--- config.mk ---
export PLATFORM = sky130hd
export DESIGN_NAME = stage_sequencer
export DESIGN_NICKNAME = d
export VERILOG_FILES = /design/src/rtl/stage_sequencer.sv
export SDC_FILE = /design/constraint.sdc
export NUM_CORES = 1
export LEC_CHECK = 0
export ABC_AREA = 1
export CAP_MARGIN = 20
export CORE_ASPECT_RATIO = 0.6
export CORE_MARGIN = 2
export CORE_UTILIZATION = 48
export CTS_CLUSTER_SIZE = 40
export DETAILED_ROUTE_END_ITERATION = 6
export PLACE_DENSITY = 0.77
export SLEW_MARGIN = 30
export SYNTH_ARGS = -nofsm -noshare
export SYNTH_HDL_FRONTEND = slang
export SYNTH_SLANG_ARGS = --single-unit
--- constraint.sdc ---
create_clock -name clk -period 1.75 [get_ports clk]
set_clock_uncertainty 0.15 [all_clocks]
set_input_delay 0.525 -clock clk [delete_from_list [all_inputs] [get_ports clk]]
set_output_delay 0.525 -clock clk [all_outputs]
set_load 0.005 [all_outputs]
--- src/rtl/stage_sequencer.sv ---
// -----------------------------------------------------------------------------
// stage_sequencer
//
// Central sequencer for the multi-cycle processor core. It produces a rotating
// one-hot set of stage enables (fetch, decode/execute, memory, ..., writeback).
// Every pipeline latch runs on the single ungated core clock and loads only
// when its enable is high. The rotation freezes while the data memory stalls.
//
// The sequencer also provides bring-up controls:
//   - halt at the next instruction boundary,
//   - single-step while halted,
//   - a stall watchdog that abandons a stuck instruction and halts stickily.
//
// Parameters
//   NUM_STAGES    stages per instruction (>= 2); stage NUM_STAGES-1 is writeback
//   STALL_TIMEOUT consecutive stalled cycles that trip the watchdog (>= 1)
//   STAGE_WIDTH   width of current_stage, $clog2(NUM_STAGES)
//
// Ports
//   clk                 in   core clock, rising edge
//   reset               in   asynchronous active-high reset
//   stall_request       in   level, holds the stage rotation while high
//   halt_request        in   level, stop at the next instruction boundary
//   step_request        in   pulse, run one instruction while halted
//   stage_enable        out  one-hot enable of the active stage, zero when halted
//   current_stage       out  index of the active stage
//   commit              out  combinational, writeback completes this cycle
//   halted              out  sequencer is in the HALTED state
//   stall_timeout_error out  sticky watchdog flag, cleared only by reset
//   retired_count       out  committed instruction count, wraps modulo 2^32
//
// Handshake: stall_request is a level qualifier rather than a valid/ready
// pair. The active stage completes on a rising edge only when stall_request
// is low at that edge. commit is the writeback stage's completion strobe, so
// downstream logic must sample it on the same edge.
// -----------------------------------------------------------------------------
module stage_sequencer #(
   parameter int NUM_STAGES    = 4,
   parameter int STALL_TIMEOUT = 255,
   parameter int STAGE_WIDTH   = 2
) (
   input  logic                   clk,
   input  logic                   reset,
   input  logic                   stall_request,
   input  logic                   halt_request,
   input  logic                   step_request,
   output logic [NUM_STAGES-1:0]  stage_enable,
   output logic [STAGE_WIDTH-1:0] current_stage,
   output logic                   commit,
   output logic                   halted,
   output logic                   stall_timeout_error,
   output logic [31:0]            retired_count
);

   // The counter must be able to hold values up to STALL_TIMEOUT-1. The extra
   // head-room keeps the width >= 1 when STALL_TIMEOUT is 1.
   localparam int CNT_WIDTH = $clog2(STALL_TIMEOUT + 1);

   localparam logic [STAGE_WIDTH-1:0] LAST_STAGE  = STAGE_WIDTH'(NUM_STAGES - 1);
   localparam logic [STAGE_WIDTH-1:0] FIRST_STAGE = '0;
   localparam logic [CNT_WIDTH-1:0]   TRIP_COUNT  = CNT_WIDTH'(STALL_TIMEOUT - 1);
   localparam logic [NUM_STAGES-1:0]  FIRST_EN    = {{(NUM_STAGES-1){1'b0}}, 1'b1};

   typedef enum logic [1:0] {
      ST_RUN    = 2'd0,
      ST_STEP   = 2'd1,
      ST_HALTED = 2'd2
   } state_t;

   // Registered state.
   state_t                 state_q;
   logic [STAGE_WIDTH-1:0] stage_q;
   logic [NUM_STAGES-1:0]  enable_q;
   logic [CNT_WIDTH-1:0]   stall_cnt_q;
   logic                   error_q;
   logic [31:0]            retired_q;

   // Next-state values.
   state_t                 state_d;
   logic [STAGE_WIDTH-1:0] stage_d;
   logic [NUM_STAGES-1:0]  enable_d;
   logic [CNT_WIDTH-1:0]   stall_cnt_d;
   logic                   error_d;
   logic [31:0]            retired_d;

   logic active;
   logic commit_now;
   logic trip_now;

   // -------------------------------------------------------------------------
   // Combinational qualifiers
   // -------------------------------------------------------------------------
   assign active     = (state_q != ST_HALTED);
   assign commit_now = active && (stage_q == LAST_STAGE) && !stall_request;

   // The current cycle is the STALL_TIMEOUT-th consecutive stalled one. The
   // counter holds the number of stalled cycles already completed. Commit and
   // trip are mutually exclusive because they need opposite stall levels.
   assign trip_now   = active && stall_request && (stall_cnt_q >= TRIP_COUNT);

   // -------------------------------------------------------------------------
   // State register
   // -------------------------------------------------------------------------
   always_ff @(posedge clk or posedge reset) begin
      if (reset) begin
         state_q     <= ST_RUN;
         stage_q     <= FIRST_STAGE;
         enable_q    <= FIRST_EN;
         stall_cnt_q <= '0;
         error_q     <= 1'b0;
         retired_q   <= 32'd0;
      end else begin
         state_q     <= state_d;
         stage_q     <= stage_d;
         enable_q    <= enable_d;
         stall_cnt_q <= stall_cnt_d;
         error_q     <= error_d;
         retired_q   <= retired_d;
      end
   end

   // -------------------------------------------------------------------------
   // Next-state logic
   // -------------------------------------------------------------------------
   always_comb begin
      state_d     = state_q;
      stage_d     = stage_q;
      enable_d    = enable_q;
      stall_cnt_d = stall_cnt_q;
      error_d     = error_q;
      retired_d   = retired_q;

      unique case (state_q)
         ST_RUN, ST_STEP: begin
            if (stall_request) begin
               if (trip_now) begin
                  // Abandon the stuck instruction: no commit, and park at
                  // stage 0 with every enable off.
                  error_d     = 1'b1;
                  state_d     = ST_HALTED;
                  stage_d     = FIRST_STAGE;
                  enable_d    = '0;
                  stall_cnt_d = '0;
               end else begin
                  stall_cnt_d = stall_cnt_q + 1'b1;
               end
            end else begin
               stall_cnt_d = '0;
               if (commit_now) begin
                  retired_d = retired_q + 32'd1;
                  stage_d   = FIRST_STAGE;
                  // The boundary is the only place a halt can take effect.
                  // A step always returns to HALTED after its instruction.
                  if ((state_q == ST_STEP) || halt_request) begin
                     state_d  = ST_HALTED;
                     enable_d = '0;
                  end else begin
                     enable_d = FIRST_EN;
                  end
               end else begin
                  stage_d  = stage_q + 1'b1;
                  enable_d = {enable_q[NUM_STAGES-2:0], enable_q[NUM_STAGES-1]};
               end
            end
         end

         ST_HALTED: begin
            stage_d     = FIRST_STAGE;
            enable_d    = '0;
            stall_cnt_d = '0;
            // A tripped watchdog pins the sequencer here until reset.
            if (!error_q) begin
               if (step_request) begin
                  state_d  = ST_STEP;
                  enable_d = FIRST_EN;
               end else if (!halt_request) begin
                  state_d  = ST_RUN;
                  enable_d = FIRST_EN;
               end
            end
         end

         default: begin
            state_d     = ST_RUN;
            stage_d     = FIRST_STAGE;
            enable_d    = FIRST_EN;
            stall_cnt_d = '0;
         end
      endcase
   end

   // -------------------------------------------------------------------------
   // Outputs
   // -------------------------------------------------------------------------
   assign stage_enable        = enable_q;
   assign current_stage       = stage_q;
   assign commit              = commit_now;
   assign halted              = (state_q == ST_HALTED);
   assign stall_timeout_error = error_q;
   assign retired_count       = retired_q;

   // -------------------------------------------------------------------------
   // Structural invariants
   // -------------------------------------------------------------------------
   // The enable vector is either all zero (halted) or exactly the bit that
   // current_stage selects.
   a_enable_matches_stage : assert property (@(posedge clk) disable iff (reset)
      (halted && (stage_enable == '0)) ||
      (!halted && (stage_enable == (FIRST_EN << current_stage))));

   // The watchdog flag only sets while halted.
   a_error_implies_halted : assert property (@(posedge clk) disable iff (reset)
      stall_timeout_error |-> halted);

endmodule

==> flow_metrics.env, run 1 <==
export IMPL_run_status="finished, violations left"
export IMPL_failed_checks="negative setup slack"
export IMPL_pwr_density_cell_nw_per_um2=799
export IMPL_area_overhead_vs_synth_pct=47.5
export IMPL_cp_num_cells=4
export IMPL_critPathLaunchType="flip-flop"
export IMPL_setup_worst_path_end="commit"
export IMPL_synth_largest_area_cell="sky130_fd_sc_hd__dfrtp_1"
export IMPL_clkSinkCount=49
export IMPL_timing_critical_path_cells="ha_4 > nand3_2 > inv_2 > clkbuf_2"
export IMPL_critical_path_top_delay_family="flip-flops"
export IMPL_grt_antenna_before_repair=0
export IMPL_final_period_utilization=1.03
export IMPL_ctsHtreeMaxLevel=2
export IMPL_routed_via_count=2553
export IMPL_drt_wirelength_per_cell_um=14.3
export IMPL_crit_fanout=2
export IMPL_critical_path_reg2reg_startpoint="current_stage[1]$_DFFE_PP0P_"
export IMPL_cp_data_arrival_time_ns=1.14
export IMPL_timing_hold_worst_class="in2async"
export IMPL_count_of_warnings_emitted_by_yosys=0
export IMPL_floorplan_die_area_um2=6110
export IMPL_preCtsSetupSlack_ns=-0.597
export IMPL_minimum_clock_period_after_layout_ns=1.81
export IMPL_critical_path_max_stage_delay_ns=0.42
export IMPL_grt_setup_unrepaired="true"
export IMPL_netlist_area_um2=2630
export IMPL_rows=20
export IMPL_grt_util_met3=0.0590
export IMPL_timing_max_cap_violations=0
export IMPL_critPathCaptureType="primary output"
export IMPL_busiest_layer="met2"
export IMPL_synth_seq_area_share=0.466
export IMPL_worst_slack_ns=-0.0601
export IMPL_synthesized_area_per_cell_um2=8.10
export IMPL_post_route_cells_drive_above_1_share=0.291
export IMPL_drc_errors=0
export IMPL_grt_start_max_net_pins=44
export IMPL_tritoncts="done"
export IMPL_track_usage=0.253
export IMPL_residual_overflow_from_global_routing=0
export IMPL_drtAntennaViolNets=0
export IMPL_timing_critical_path_buf_inv=2
export IMPL_slew_limit_headroom=0.786
export IMPL_dp_final_hpwl_um=5000
export IMPL_crit_start="current_stage[1]$_DFFE_PP0P_"
export IMPL_vdd_drop_max_mv=0.542
export IMPL_placed_cell_area_um2=3450
export IMPL_port_buffers=45
export IMPL_floorplan_initialDensity=0.508
export IMPL_top_level_ports=46
export IMPL_nNetsFinal=455
export IMPL_final_max_slew_violation_count=0
export IMPL_timing_fmax_mhz=552
export IMPL_core_area_um2=5180
export IMPL_synthTopCellsByArea="sky130_fd_sc_hd__dfrtp_1, sky130_fd_sc_hd__nand2_1, sky130_fd_sc_hd__inv_1"
export IMPL_drt_first_iter_violations=156
export IMPL_global_route_usage_met1=0.339
export IMPL_routed_via_density=4.98
export IMPL_number_of_global_route_vias_before_repair=2497
export IMPL_total_clock_buffers_created_by_cts=5
export IMPL_leakage_nw=2.07
export IMPL_global_route_wire_length_before_repair_um=11600
export IMPL_timing_reg2reg_worst_path_depth=9
export IMPL_multi_input_gate_area_in_the_final_layout_um2=1320
export IMPL_timing_reg2reg_setup_slack_ns=-0.04
export IMPL_yosys_register_bits=49
export IMPL_synth_top_area_frac=0.456
export IMPL_worst_r2r_endpoint="retired_count[30]$_DFFE_PP0P_"
export IMPL_report_power_total_mw=3.10
export IMPL_fillCellCount=365
export IMPL_finish_instance_area_um2=3880
export IMPL_totalWireLength_um=7340
export IMPL_critical_path_slowest_cell="sky130_fd_sc_hd__dfrtp_1"
export IMPL_die_h_um=61.4
export IMPL_final_hold_viol_count=0
export IMPL_clock_insertion_delay_worst_skew_ns=0.31
export IMPL_root_buffer="sky130_fd_sc_hd__clkbuf_8"
export IMPL_firstDrtPassIters=4
export IMPL_layout_area_seq_um2=1230
export IMPL_post_synth_inst_count=325
export IMPL_worst_ep_required_time_ns=1.07
export IMPL_clock_tree_buffer_depth=2
export IMPL_grt_use_met2=0.428
export IMPL_criticalPathCategory="reg2out"
export IMPL_setup_viol=9
export IMPL_syn_nets=334
export IMPL_number_of_antenna_diodes=0
export IMPL_cts_reportedPaths_clkPinSlew_ns=0.09
export IMPL_gp_congestion=0.943
export IMPL_post_synth_num_cell_types=27
export IMPL_worst_slew_pin_slew_ns=0.320
export IMPL_floorplan_die_width_um=99.6
[how the worst min path moves through the flow]
| stage | from | to | slack [ns] | cells past startpoint |
|---|---|---|---|---|
| after global routing | reset | current_stage[1]$_DFFE_PP0P_ | 0.33 | 2 |
| after floorplan | stall_cnt_q[0]$_DFF_PP0_ | stall_cnt_q[0]$_DFF_PP0_ | 0.30 | 1 |
| after global placement | stall_cnt_q[0]$_DFF_PP0_ | stall_cnt_q[0]$_DFF_PP0_ | 0.32 | 1 |
| after CTS | reset | current_stage[0]$_DFFE_PP0P_ | 0.34 | 2 |
| final | reset | current_stage[0]$_DFFE_PP0P_ | 0.32 | 2 |
| after detailed placement | stall_cnt_q[0]$_DFF_PP0_ | stall_cnt_q[0]$_DFF_PP0_ | 0.34 | 1 |
[state kept, by name, summed over array words and instances, names as in the netlist]
name                 cells
stall_cnt_q              8
stall_timeout_error      1
current_stage            2
stage_enable             4
state_q                  2
retired_count           32
[logic make-up after synthesis]
logic type / synth area share
buffers and inverters: 0.0727
AO/OA/AOI/OAI: 0.0242
AND/OR/NAND/NOR: 0.351
adder cells (fa/ha/maj): 0.0190
XOR/XNOR: 0.0665
flip-flops: 0.466
[synthesized netlist by cell type]
library cell               number
sky130_fd_sc_hd__a21oi_1        2
sky130_fd_sc_hd__and2_1         1
sky130_fd_sc_hd__buf_6          1
sky130_fd_sc_hd__dfrtp_1       48
sky130_fd_sc_hd__dfstp_2        1
sky130_fd_sc_hd__ha_1           4
sky130_fd_sc_hd__inv_1         47
sky130_fd_sc_hd__inv_2          1
sky130_fd_sc_hd__nand2_1       86
sky130_fd_sc_hd__nand2_2        4
sky130_fd_sc_hd__nand2_4        1
sky130_fd_sc_hd__nand3_1       25
sky130_fd_sc_hd__nand3b_1       4
sky130_fd_sc_hd__nand4_1       10
sky130_fd_sc_hd__nand4_4        1
sky130_fd_sc_hd__nor2_1        42
sky130_fd_sc_hd__nor2_2         5
sky130_fd_sc_hd__nor2_4         7
sky130_fd_sc_hd__nor3_2         2
sky130_fd_sc_hd__nor3b_1        1
sky130_fd_sc_hd__nor3b_2        2
sky130_fd_sc_hd__o211ai_1       1
sky130_fd_sc_hd__o21ai_0        7
sky130_fd_sc_hd__o21ai_1        1
sky130_fd_sc_hd__o22ai_1        1
sky130_fd_sc_hd__xnor2_1        7
sky130_fd_sc_hd__xor2_1        13
[final cells by class]
class | count | area share
clock inverters | 1 | 0.00773
inverters | 48 | 0.0480
well taps | 66 | 0.0213
clock buffers | 7 | 0.0222
multi-input cells | 227 | 0.339
repair buffers | 115 | 0.246
flip-flops and latches | 49 | 0.316
[what timing repair did]
action,CTS,global route
setup buffers,31,8
resized for setup,63,32
pin swaps,8,25
endpoints found under the setup margin,64,27
hold buffers,0,0
[layer usage]
layer / vias to the layer above / wire length [µm]
met1: 1214 / 3380
met2: 77 / 3440
li1: 1255 / -
met5: - / 0
met3: 7 / 451
met4: 0 / 68
[cell usage in the layout, fill, tap and decap left out, drive strengths merged, types with 2 or more instances in the layout]
cell type,count
nand3b,4
buf,74
clkdlybuf4s50,3
nor3,2
clkbuf,9
nor3b,3
nand2,91
dlygate4sd2,35
xnor2,7
o21ai,8
inv,47
nand3,25
nor2,54
xor2,13
ha,4
dfrtp,48
nand4,11
a21oi,2
[report_power, final]
part | internal (mW) | switching (mW)
clock | 0.466 | 0.377
combinational | 0.498 | 0.447
sequential | 1.24 | 0.0748
[per-stage QoR]
step | std cells | hold WS (ns) | utilization | setup TNS (ns)
CTS | 509 | 0.335 | 0.727 | -0.206
global route | 513 | 0.331 | 0.750 | -1.37
floorplan | 325 | 0.301 | - | 0
finish | 513 | 0.323 | 0.750 | -0.272
global placement | 470 | 0.318 | 0.665 | -13.43
detailed placement | 470 | 0.340 | 0.665 | -15.93
Power figures use the tool's default switching activity.
==> inputs of run 2 (changes only) <==
Settings changed: REMOVE_ABC_BUFFERS set to 1.
==> run 2 against run 1 <==
Against the previous run:
- the run still ends with negative setup slack left
- sequential share of layout area rose by 0.81 points
- register-to-register slack got worse by 0.02 ns
- final cell count fell by 0.19%
- worst setup slack got worse by 0.0040 ns
- sequential power barely moved
- first-iteration DRC count rose by 42%
- largest power group unchanged
==> flow_metrics.env, run 2 (same netlist as run 1, synthesis figures left out) <==
export IMPL_run_status="finished, violations left"
export IMPL_failed_checks="negative setup slack"
export IMPL_minimum_clock_period_after_layout_ns=1.81
export IMPL_area_overhead_vs_synth_pct=43.8
export IMPL_firstDrtPassIters=5
export IMPL_fin_util=0.731
export IMPL_routed_via_count=2513
export IMPL_grt_start_max_net_pins=44
export IMPL_drtAntennaViolNets=0
export IMPL_global_route_wire_length_before_repair_um=11500
export IMPL_fillCellCount=393
export IMPL_clock_tree_buffer_depth=2
export IMPL_die_h_um=61.4
export IMPL_rows=20
export IMPL_totalWireLength_um=6920
export IMPL_final_instance_count_excl_fill=512
export IMPL_multi_input_gate_area_in_the_final_layout_um2=1270
export IMPL_port_buffers=45
export IMPL_post_route_cells_drive_above_1_share=0.274
export IMPL_critPathCaptureType="primary output"
export IMPL_preCtsSetupSlack_ns=-0.626
export IMPL_critPathLaunchType="flip-flop"
export IMPL_pwr_density_cell_nw_per_um2=743
export IMPL_residual_overflow_from_global_routing=0
export IMPL_final_max_slew_violation_count=0
export IMPL_layout_cells_most_common="sky130_fd_sc_hd__nand2_1"
export IMPL_postCtsHoldBufs=0
export IMPL_vdd_drop_max_mv=0.535
export IMPL_number_of_global_route_vias_before_repair=2366
export IMPL_number_of_placed_cells_counting_well_taps=467
export IMPL_placed_cell_area_um2=3410
export IMPL_root_buffer="sky130_fd_sc_hd__clkbuf_8"
export IMPL_drt_wirelength_per_cell_um=13.5
export IMPL_leakage_nw=2.07
export IMPL_timing_hold_worst_class="in2async"
export IMPL_grt_setup_unrepaired="true"
export IMPL_track_usage=0.250
export IMPL_timing_max_cap_violations=0
export IMPL_largest_register_ff_count=32
export IMPL_ctsHtreeMaxLevel=2
export IMPL_setup_viol=6
export IMPL_floorplan_die_area_um2=6110
export IMPL_top_level_ports=46
export IMPL_layout_area_seq_um2=1230
export IMPL_worst_slew_pin_slew_ns=0.316
export IMPL_core_area_um2=5180
export IMPL_crit_fanout=2
export IMPL_gp_congestion=0.959
export IMPL_criticalPathCategory="reg2out"
export IMPL_routed_via_density=4.91
export IMPL_grt_antenna_before_repair=0
export IMPL_cp_data_arrival_time_ns=1.14
export IMPL_clkSinkCount=49
export IMPL_finish_instance_area_um2=3790
export IMPL_timing_fmax_mhz=551
export IMPL_tritoncts="done"
export IMPL_layout_common_cells="sky130_fd_sc_hd__nand2_1, sky130_fd_sc_hd__buf_4, sky130_fd_sc_hd__dfrtp_1"
export IMPL_slew_limit_headroom=0.788
export IMPL_total_clock_buffers_created_by_cts=5
export IMPL_floorplan_die_width_um=99.6
export IMPL_nNetsFinal=454
export IMPL_final_period_utilization=1.04
export IMPL_number_of_antenna_diodes=0
export IMPL_clock_insertion_delay_worst_skew_ns=0.30
export IMPL_floorplan_initialDensity=0.508
export IMPL_final_hold_viol_count=0
export IMPL_cts_reportedPaths_clkPinSlew_ns=0.09
export IMPL_dp_final_hpwl_um=4860
export IMPL_drc_errors=0
export IMPL_drt_first_iter_violations=222
export IMPL_worst_ep_required_time_ns=1.07
export IMPL_worst_slack_ns=-0.0641
==> run 2: cell count changes in the layout (fill, tap and decap cells not counted), moves of 2 or more <==
cell | before | now
sky130_fd_sc_hd__nor2_1 | 37 | 39
sky130_fd_sc_hd__nand2_1 | 79 | 83
sky130_fd_sc_hd__nand2_2 | 10 | 6
sky130_fd_sc_hd__buf_6 | 5 | 3
sky130_fd_sc_hd__ha_4 | 2 | 0
==> run 2: critical path: stages, from the launching register on <==
cell                      delay (ns)
sky130_fd_sc_hd__dfrtp_1        0.41
sky130_fd_sc_hd__ha_2           0.21
sky130_fd_sc_hd__nand3_2        0.06
sky130_fd_sc_hd__inv_2          0.05
sky130_fd_sc_hd__buf_6          0.11
==> run 2: path summary, 6_finish.rpt <==
kind | start | end | slack [ns] | cells past startpoint
min in group clk | stall_timeout_error$_DFFE_PP0P_ | stall_timeout_error$_DFFE_PP0P_ | 0.35 | 2
min reg2reg | stall_timeout_error$_DFFE_PP0P_ | stall_timeout_error$_DFFE_PP0P_ | 0.35 | 2
min | reset | stall_cnt_q[7]$_DFF_PP0_ | 0.27 | 2
max in group asynchronous | reset | retired_count[11]$_DFFE_PP0P_ | 0.71 | 3
max reg2reg | current_stage[0]$_DFFE_PP0P_ | retired_count[3]$_DFFE_PP0P_ | -0.06 | 9
max | current_stage[0]$_DFFE_PP0P_ | commit | -0.06 | 4
==> run 2: final cells by class <==
| class | instances | area share |
|---|---|---|
| Inverter | 48 | 0.0476 |
| Tap cell | 66 | 0.0218 |
| Sequential cell | 49 | 0.325 |
| Clock buffer | 6 | 0.0218 |
| Clock inverter | 2 | 0.00364 |
| Multi-Input combinational cell | 227 | 0.337 |
| Timing Repair Buffer | 114 | 0.244 |
==> run 2: through the flow <==
stage | hold slack (ns) | TNS [ns] | power, mW
final | 0.273 | -0.208 | 2.81
after global routing | 0.268 | -1.25 | 2.97
after CTS | 0.280 | -0.245 | 2.79
after detailed placement | 0.336 | -15.88 | 2.03
after global placement | 0.322 | -14.18 | 2.00
after floorplan | 0.305 | -4.62 | 1.64
==> run 2: where the power goes <==
part	leakage [nW]	switching (mW)	internal [mW]
Sequential	0.648	0.0693	1.24
Clock	0.0512	0.392	0.321
Combinational	1.38	0.392	0.399
Total	2.07	0.854	1.96
==> run 2: layer usage <==
layer,GRT usage,up-vias,share of wire
met5,0,-,0
met4,0.0744,0,0.010
met3,0.0726,8,0.076
met2,0.384,90,0.44
met1,0.353,1165,0.48
li1,-,1250,-
==> run 2: repair_timing <==
item	4_1_cts	5_1_grt
resized for setup	58	21
pin swaps	5	15
setup buffers	31	7
endpoints found under the setup margin	65	21
==> inputs of run 3 (changes only) <==
Settings changed: CORE_ASPECT_RATIO 0.6 to 1.5, GPL_TIMING_DRIVEN set to 0.
==> run 3 against run 2 <==
Against the previous run:
- the flow still finishes with violations (negative setup slack)
- critical path depth did not move
- total power rose by 2.6%
- worst hold slack improved by 0.061 ns
- register-to-register slack better by 0.07 ns
- via count up 0.20%
- worst setup slack better by 0.00063 ns
- clock power is essentially flat
==> flow_metrics.env, run 3 (same netlist as run 1, synthesis figures left out) <==
export IMPL_tritoncts="done"
export IMPL_fillCellCount=427
export IMPL_drt_first_iter_violations=97
export IMPL_leakage_nw=2.00
export IMPL_run_status="finished, violations left"
export IMPL_finish_instance_area_um2=3770
export IMPL_floorplan_initialDensity=0.490
export IMPL_final_instance_count_excl_fill=503
export IMPL_layout_common_cells="sky130_fd_sc_hd__nand2_1, sky130_fd_sc_hd__buf_4, sky130_fd_sc_hd__dfrtp_1"
export IMPL_wl_met1_um=2660
export IMPL_floorplan_die_width_um=64.5
export IMPL_top_layer_used="met4"
export IMPL_timing_hold_worst_class="reg2reg"
export IMPL_minimum_clock_period_after_layout_ns=1.81
export IMPL_critPathLaunchType="flip-flop"
export IMPL_worst_slack_ns=-0.0635
export IMPL_layout_cells_most_common="sky130_fd_sc_hd__nand2_1"
export IMPL_grt_antenna_before_repair=0
export IMPL_layout_area_seq_um2=1230
export IMPL_fin_hold_ws_ns=0.333
export IMPL_grt_start_max_net_pins=50
export IMPL_core_area_um2=5370
export IMPL_residual_overflow_from_global_routing=0
export IMPL_drt_wirelength_per_cell_um=13.8
export IMPL_timing_critical_path_cells="ha_4 > nand3_2 > inv_2 > buf_2"
export IMPL_routed_via_count=2518
export IMPL_critical_path_top_delay_family="flip-flops"
export IMPL_die_h_um=94.7
export IMPL_postCtsHoldBufs=0
export IMPL_ctsHtreeMaxLevel=2
export IMPL_cts_reportedPaths_clkPinSlew_ns=0.10
export IMPL_pwr_density_cell_nw_per_um2=766
export IMPL_port_buffers=45
export IMPL_floorplan_die_area_um2=6100
export IMPL_timing_max_cap_violations=0
export IMPL_total_clock_buffers_created_by_cts=5
export IMPL_critical_path_slowest_cell="sky130_fd_sc_hd__dfrtp_1"
export IMPL_root_buffer="sky130_fd_sc_hd__clkbuf_8"
export IMPL_largest_register_ff_count=32
export IMPL_clkSinkCount=49
export IMPL_track_usage=0.242
export IMPL_worst_ep_required_time_ns=1.07
export IMPL_drc_errors=0
export IMPL_gp_congestion=0.824
export IMPL_routed_via_density=5.01
export IMPL_rows=33
export IMPL_drtAntennaViolNets=0
export IMPL_number_of_antenna_diodes=0
export IMPL_report_power_total_mw=2.88
export IMPL_area_overhead_vs_synth_pct=43.1
export IMPL_global_route_wire_length_before_repair_um=11400
export IMPL_timing_fmax_mhz=551
export IMPL_number_of_placed_cells_counting_well_taps=439
export IMPL_number_of_global_route_vias_before_repair=2525
export IMPL_vdd_drop_max_mv=0.373
export IMPL_top_level_ports=46
export IMPL_multi_input_gate_area_in_the_final_layout_um2=1320
export IMPL_timing_critical_path_buf_inv=2
export IMPL_post_route_cells_drive_above_1_share=0.282
export IMPL_final_hold_viol_count=0
export IMPL_timing_reg2reg_setup_slack_ns=0.01
export IMPL_totalWireLength_um=6960
export IMPL_placed_cell_area_um2=3160
export IMPL_clock_tree_buffer_depth=2
export IMPL_fin_util=0.702
export IMPL_crit_fanout=2
export IMPL_critPathCaptureType="primary output"
export IMPL_cp_data_arrival_time_ns=1.14
export IMPL_met2_wirelength_um=3870
export IMPL_clock_insertion_delay_worst_skew_ns=0.31
export IMPL_final_max_slew_violation_count=0
export IMPL_dp_final_hpwl_um=4360
export IMPL_final_period_utilization=1.04
export IMPL_slew_limit_headroom=0.595
export IMPL_setup_viol=3
export IMPL_worst_slew_pin_slew_ns=0.608
export IMPL_wl_met3_um=223
export IMPL_criticalPathCategory="reg2out"
export IMPL_grt_setup_unrepaired="true"
export IMPL_failed_checks="negative setup slack"
export IMPL_critical_path_max_stage_delay_ns=0.43
export IMPL_firstDrtPassIters=4
export IMPL_nNetsFinal=441
[run 3: cell types whose count changed in the layout (fill, tap and decap cells not counted), moves of 2 or more]
| cell | before | now |
|---|---|---|
| sky130_fd_sc_hd__buf_4 | 67 | 52 |
| sky130_fd_sc_hd__dfrtp_1 | 47 | 42 |
| sky130_fd_sc_hd__dfrtp_2 | 1 | 6 |
| sky130_fd_sc_hd__buf_6 | 3 | 6 |
| sky130_fd_sc_hd__clkbuf_2 | 3 | 0 |
| sky130_fd_sc_hd__inv_1 | 43 | 40 |
| sky130_fd_sc_hd__nor2_1 | 39 | 36 |
| sky130_fd_sc_hd__clkinvlp_4 | 0 | 2 |
| sky130_fd_sc_hd__inv_4 | 0 | 2 |
| sky130_fd_sc_hd__nand2_1 | 83 | 81 |
| sky130_fd_sc_hd__nor2_2 | 5 | 7 |
[run 3: metal layers]
layer | vias up | GRT usage
met3 | 14 | 0.0334
met5 | - | 0
li1 | 1230 | -
met1 | 1208 | 0.269
met4 | 0 | 0.117
met2 | 66 | 0.448
[run 3: cell type report]
type	instances	area share
Multi-Input combinational cell	227	0.350
Inverter	48	0.0492
Sequential cell	49	0.328
Clock buffer	5	0.0183
Tap cell	70	0.0233
Clock inverter	3	0.00698
Timing Repair Buffer	101	0.225
[run 3: worst paths after layout]
| kind | from | endpoint | depth (start not counted) |
|---|---|---|---|
| max | current_stage[1]$_DFFE_PP0P_ | commit | 4 |
| min | stall_cnt_q[0]$_DFF_PP0_ | stall_cnt_q[0]$_DFF_PP0_ | 1 |
| max reg2reg | current_stage[1]$_DFFE_PP0P_ | retired_count[30]$_DFFE_PP0P_ | 9 |
| min reg2reg | stall_cnt_q[0]$_DFF_PP0_ | stall_cnt_q[0]$_DFF_PP0_ | 1 |
| max in group asynchronous | reset | retired_count[21]$_DFFE_PP0P_ | 2 |
| min in group asynchronous | reset | stall_cnt_q[5]$_DFF_PP0_ | 2 |
[run 3: power breakdown]
part	leakage (nW)	internal, mW	total (mW)	switching, mW
sequential	0.642	1.24	1.31	0.0665
clock	0.0423	0.291	0.714	0.422
combinational	1.31	0.440	0.865	0.425
[run 3: per-stage QoR]
| step | setup slack, ns | setup TNS (ns) |
|---|---|---|
| floorplan | -0.0962 | -4.62 |
| global placement | -1.05 | -66.52 |
| detailed placement | -0.709 | -16.17 |
| CTS | -0.128 | -0.334 |
| global route | -0.139 | -0.969 |
| finish | -0.0635 | -0.100 |
[run 3: what timing repair did]
action | in CTS | in global routing
pin swaps | 4 | 15
endpoints found under the setup margin | 67 | 24
gates resized for setup | 72 | 33
buffers inserted | 49 | 10
